File: config.mk
export PLATFORM = sky130hd
export DESIGN_NAME = paper_sequencer
export DESIGN_NICKNAME = d
export VERILOG_FILES = /design/src/rtl/paper_sequencer.sv
export SDC_FILE = /design/constraint.sdc
export NUM_CORES = 1
export LEC_CHECK = 0
export ABC_AREA = 1
export BUFFER_PORTS_ARGS = -buffer_cell sky130_fd_sc_hd__buf_4
export CORE_ASPECT_RATIO = 1.2
export CORE_MARGIN = 2
export CORE_UTILIZATION = 49
export CTS_CLUSTER_SIZE = 14
export DETAILED_ROUTE_END_ITERATION = 12
export HOLD_SLACK_MARGIN = 0.03
export PLACE_DENSITY = 0.82
export SLEW_MARGIN = 20
export SYNTH_ARGS = -nofsm -noshare
export SYNTH_HDL_FRONTEND = slang
export SYNTH_SLANG_ARGS = --single-unit
File: constraint.sdc
create_clock -name clk -period 2.2 [get_ports clk]
set_input_delay 0 -clock clk [delete_from_list [all_inputs] [get_ports clk]]
set_output_delay 0 -clock clk [all_outputs]
set_load 0.05 [all_outputs]
File: src/rtl/paper_sequencer.sv
// Micro-sequencer that fetches INC/DEC/JNO/STP instructions and issues them to an execution unit.
// Latency: JNO takes 2 cycles; INC/DEC take 3 or more cycles, waiting for the mn completion strobe.
module paper_sequencer #(
    parameter int PC_W    = 4,
    parameter int TIMEOUT = 15
) (
    input  logic            clk,
    input  logic            rst,
    input  logic            start,
    output logic [PC_W-1:0] pc,
    input  logic [1:0]      instr_op,
    input  logic [1:0]      instr_reg,
    input  logic [PC_W-1:0] instr_target,
    output logic [1:0]      instruct,
    output logic [1:0]      reg_sel,
    output logic            pulser,
    input  logic            mn,
    input  logic            reg_zero,
    output logic            busy,
    output logic            halted,
    output logic            timeout_err
);

    typedef enum logic [2:0] {
        S_IDLE,
        S_FETCH,
        S_ISSUE,
        S_WAIT,
        S_HALT
    } state_t;

    localparam logic [1:0] OP_INC = 2'b00;
    localparam logic [1:0] OP_DEC = 2'b01;
    localparam logic [1:0] OP_JNO = 2'b10;
    localparam logic [1:0] OP_STP = 2'b11;
    localparam logic [7:0] TMO    = 8'(TIMEOUT);

    state_t          state, state_n;
    logic [PC_W-1:0] pc_n, target, target_n, pc_inc;
    logic [1:0]      instruct_n, reg_sel_n;
    logic [7:0]      wait_cnt, wait_cnt_n, wait_cnt_inc;
    logic            mn_q, first_wait, first_wait_n, timeout_err_n;

    assign pc_inc       = pc + PC_W'(1);
    assign wait_cnt_inc = wait_cnt + 8'd1;
    assign busy         = (state == S_FETCH) || (state == S_ISSUE) || (state == S_WAIT);
    assign halted       = (state == S_HALT);

    always_comb begin
        state_n       = state;
        pc_n          = pc;
        instruct_n    = instruct;
        reg_sel_n     = reg_sel;
        target_n      = target;
        wait_cnt_n    = wait_cnt;
        first_wait_n  = first_wait;
        timeout_err_n = timeout_err;
        pulser        = 1'b0;
        case (state)
            S_IDLE: begin
                pc_n = '0;
                if (start) state_n = S_FETCH;
            end
            S_FETCH: begin
                instruct_n = instr_op;
                reg_sel_n  = instr_reg;
                target_n   = instr_target;
                state_n    = S_ISSUE;
            end
            S_ISSUE: begin
                case (instruct)
                    OP_INC, OP_DEC: begin
                        pulser       = 1'b1;
                        wait_cnt_n   = '0;
                        first_wait_n = 1'b1;
                        state_n      = S_WAIT;
                    end
                    OP_JNO: begin
                        pc_n    = reg_zero ? pc_inc : target;
                        state_n = S_FETCH;
                    end
                    OP_STP: state_n = S_HALT;
                    default: state_n = S_HALT;
                endcase
            end
            S_WAIT: begin
                first_wait_n = 1'b0;
                // A level held over from the previous instruction still counts on the first cycle.
                if (mn && (first_wait || !mn_q)) begin
                    pc_n    = pc_inc;
                    state_n = S_FETCH;
                end else if (wait_cnt_inc == TMO) begin
                    timeout_err_n = 1'b1;
                    state_n       = S_HALT;
                end else begin
                    wait_cnt_n = wait_cnt_inc;
                end
            end
            S_HALT: state_n = S_HALT;
            default: state_n = S_IDLE;
        endcase
    end

    always_ff @(posedge clk) begin
        if (rst) begin
            state       <= S_IDLE;
            pc          <= '0;
            instruct    <= 2'b00;
            reg_sel     <= 2'b00;
            target      <= '0;
            wait_cnt    <= '0;
            first_wait  <= 1'b0;
            mn_q        <= 1'b0;
            timeout_err <= 1'b0;
        end else begin
            state       <= state_n;
            pc          <= pc_n;
            instruct    <= instruct_n;
            reg_sel     <= reg_sel_n;
            target      <= target_n;
            wait_cnt    <= wait_cnt_n;
            first_wait  <= first_wait_n;
            mn_q        <= mn;
            timeout_err <= timeout_err_n;
        end
    end

endmodule

==> results.ini <==
[outcome]
outcome = finished clean

[drt]
ant_nets = 0
wl_per_cell_um = 10.9
drt_iter0_drc = 39
routed_wl_um = 3060
via_per_inst = 5.03
dr.pass1.iters = 4
vias = 1407
drc_errors = 0

[power]
powerDensity_nw_per_um2 = 1190
leakage_nw = 0.812
vdd_drop_max_uv = 949
total_power_mw = 2.16

[setup_path]
path_cells = ha_1, nand3_1, o21ai_2, nand2_2, nor2_4, nand2_4, nand2_8, nand3_1, nand2_1, nor2_1
worstSetupEndpointType = register
crit_path_max_incr_delay_ns = 0.43
critPathMaxFanout = 19
crit_buf_inv = 0
critical_path_class = reg -> reg
start_kind = register
cpMostUsedCell = nand3_1
crit_slowest_cell = dfxtp_1
crit_family = simple AND/OR/NAND/NOR gates
arrival_ns = 1.92
required_ns = 2.44

[synthesis]
synth_xor_area_share_pct = 0
syn_nets = 228
synth.area.top_cells = dfxtp_1, nand2_1, nor2_1, inv_1, a21oi_1
synth_commonest_cells = nand2_1, nor2_1, inv_1
synth_area_um2 = 1470
synth.ff_latch_count = 26
synth_top_cell_area_share_pct = 35.4
synth_cell_types = 29
yosysMostFrequentCell = nand2_1
syn_inst = 212
async_flop_share_pct = 0
yosys.area_share.simple_pct = 30.0
synth_mux_area_share_pct = 0
synth-compound-area-share_pct = 20.9
synthAdderAreaFrac_pct = 2.55
yosysTopAreaCell = dfxtp_1
ys.warnings.count = 0
syn_area_per_cell_um2 = 6.94
synth_enable_flop_cells = 0
synth_top_family_by_area = simple AND/OR/NAND/NOR gates
synthFlopType = dfxtp_1
yosysSeqAreaShare_pct = 35.4

[timing]
clock_skew_ns = 0.00439
hold_viol_final = 0
setup-violations-final = 0
rsz0062_at_grt = no
fmaxAchievable_ghz = 0.595
slew_viol_final = 0
slew_headroom_pct = 57.1
period_needed_ns = 1.68
tns_ns = 0
period_share_pct = 76.5
worst_pin_slew_ns = 0.642

[global_route]
antenna_found_initial = 0
grt_first_pass_wirelength_um = 4910
grt_pass1_vias = 1235
grt_max_degree = 23
gr-total-overflow = 0
grt_use_total_pct = 18.8

[floorplan]
core_um2 = 2840
initial_core_util_pct = 51.9
io_pins = 25
die_area_um2 = 3460
die_y_um = 64.0
rows = 21
die_w_um = 54.0

[clock_network]
clk_path_buf_depth = 2
cts_max_level = 1
cts_made_buffers = 3
cts.root.buffer_cell = clkbuf_4
numClockSinks = 26
cts_tree = done
post_cts_buffers = 0
cts_resized = 0
clkTransAtPathRegs_ns = 0.15
worstSkewPairLatency_ns = 0.32

[finish]
nFillCells = 245
final_cells = 280
antennaDiodeCount = 0
stdcell_area_um2 = 1820
nets = 263
drive_gt1_share_pct = 24.0
syn_to_final_growth_pct = 23.7

[min_path]
hold_class = in -> reg

[placement]
place_area_um2 = 1660
placed_cells = 265
port_buffers = 24
dp.final_hpwl_um = 2160
place_congestion = 0.811

[job]
drv_cap = 0

-- worst min-delay path, stage by stage --
cell	delay, ns
buf_4	0.08
nor2_1	0.04
o21ai_1	0.12
nand2_1	0.06
inv_1	0.04
-- metal layers --
layer  wire length (µm)  up-vias  track usage, %
met2               1490       30            33.8
met1               1390      623            21.8
met3                140        4            3.04
li1                   -      750               -
met5                  0        -               0
met4                 39        0            5.63
-- registers in the layout, indices dropped and copies added, names as in the netlist --
signal and count:
first_wait 1, mn_q 1, pc 4, target 4
wait_cnt 8, timeout_err 1, reg_sel 2, instruct 2
state 3
-- cells by family after synthesis --
kind of cell	after synthesis
AND/OR/NAND/NOR	92
AO/OA/AOI/OAI	52
buffers and inverters	39
flip-flops	26
adder cells (fa/ha/maj)	3
-- final timing paths --
path / cells past startpoint / slack [ns] / start / to
max: 10 / 0.52 / wait_cnt[0]$_SDFFE_PP0P_ / wait_cnt[2]$_SDFFE_PP0P_
min: 5 / 0.03 / start / state[0]$_SDFFE_PP0P_
max reg2reg: 10 / 0.52 / wait_cnt[0]$_SDFFE_PP0P_ / wait_cnt[2]$_SDFFE_PP0P_
min reg2reg: 2 / 0.46 / target[1]$_SDFFE_PP0N_ / target[1]$_SDFFE_PP0N_
-- metrics by stage --
step | setup WS (ns) | hold WS (ns) | util [%]
2_1_floorplan | 0.405 | 0.0677 | -
3_3_place_gp | 0.579 | 0.210 | 58.4
3_5_place_dp | 0.537 | 0.209 | 58.4
4_1_cts | 0.506 | 0.0330 | 64.2
5_1_grt | 0.364 | 0.0975 | 64.2
6_report | 0.518 | 0.0338 | 64.2
-- final cells by class --
type / instances / area, µm² / share of cell area [%]
timing repair buffer: 35 / 290 / 15.9
clock buffer: 3 / 22.5 / 1.24
tap: 34 / 42.5 / 2.34
inverter: 34 / 128 / 7.01
clock inverter: 1 / 30.0 / 1.65
sequential: 26 / 520 / 28.6
multi-input combinational: 147 / 787 / 43.2
-- cells in the final DEF, fill, tap and decap left out, types with 11 or more instances in the layout --
cell type / Yosys / layout
a21oi_1: 18 / 18
dfxtp_1: 26 / 26
buf_4: 0 / 24
o21ai_0: 11 / 11
nand3_1: 15 / 15
inv_1: 27 / 27
nor2_1: 28 / 28
nand2_1: 32 / 32
dlygate4sd3_1: 0 / 11
-- where the power goes --
group          internal [mW]  total, mW  switching, mW
Clock                  0.184      0.332          0.148
Combinational          0.371       1.09          0.721
Sequential             0.616      0.735          0.119
-- repair_timing --
item / in CTS / in global routing
endpoints found under the hold margin: 15 / 0
hold buffers: 11 / 0
endpoints found under the setup margin: 0 / 0
Note: power is estimated with default switching activity, not from simulation.
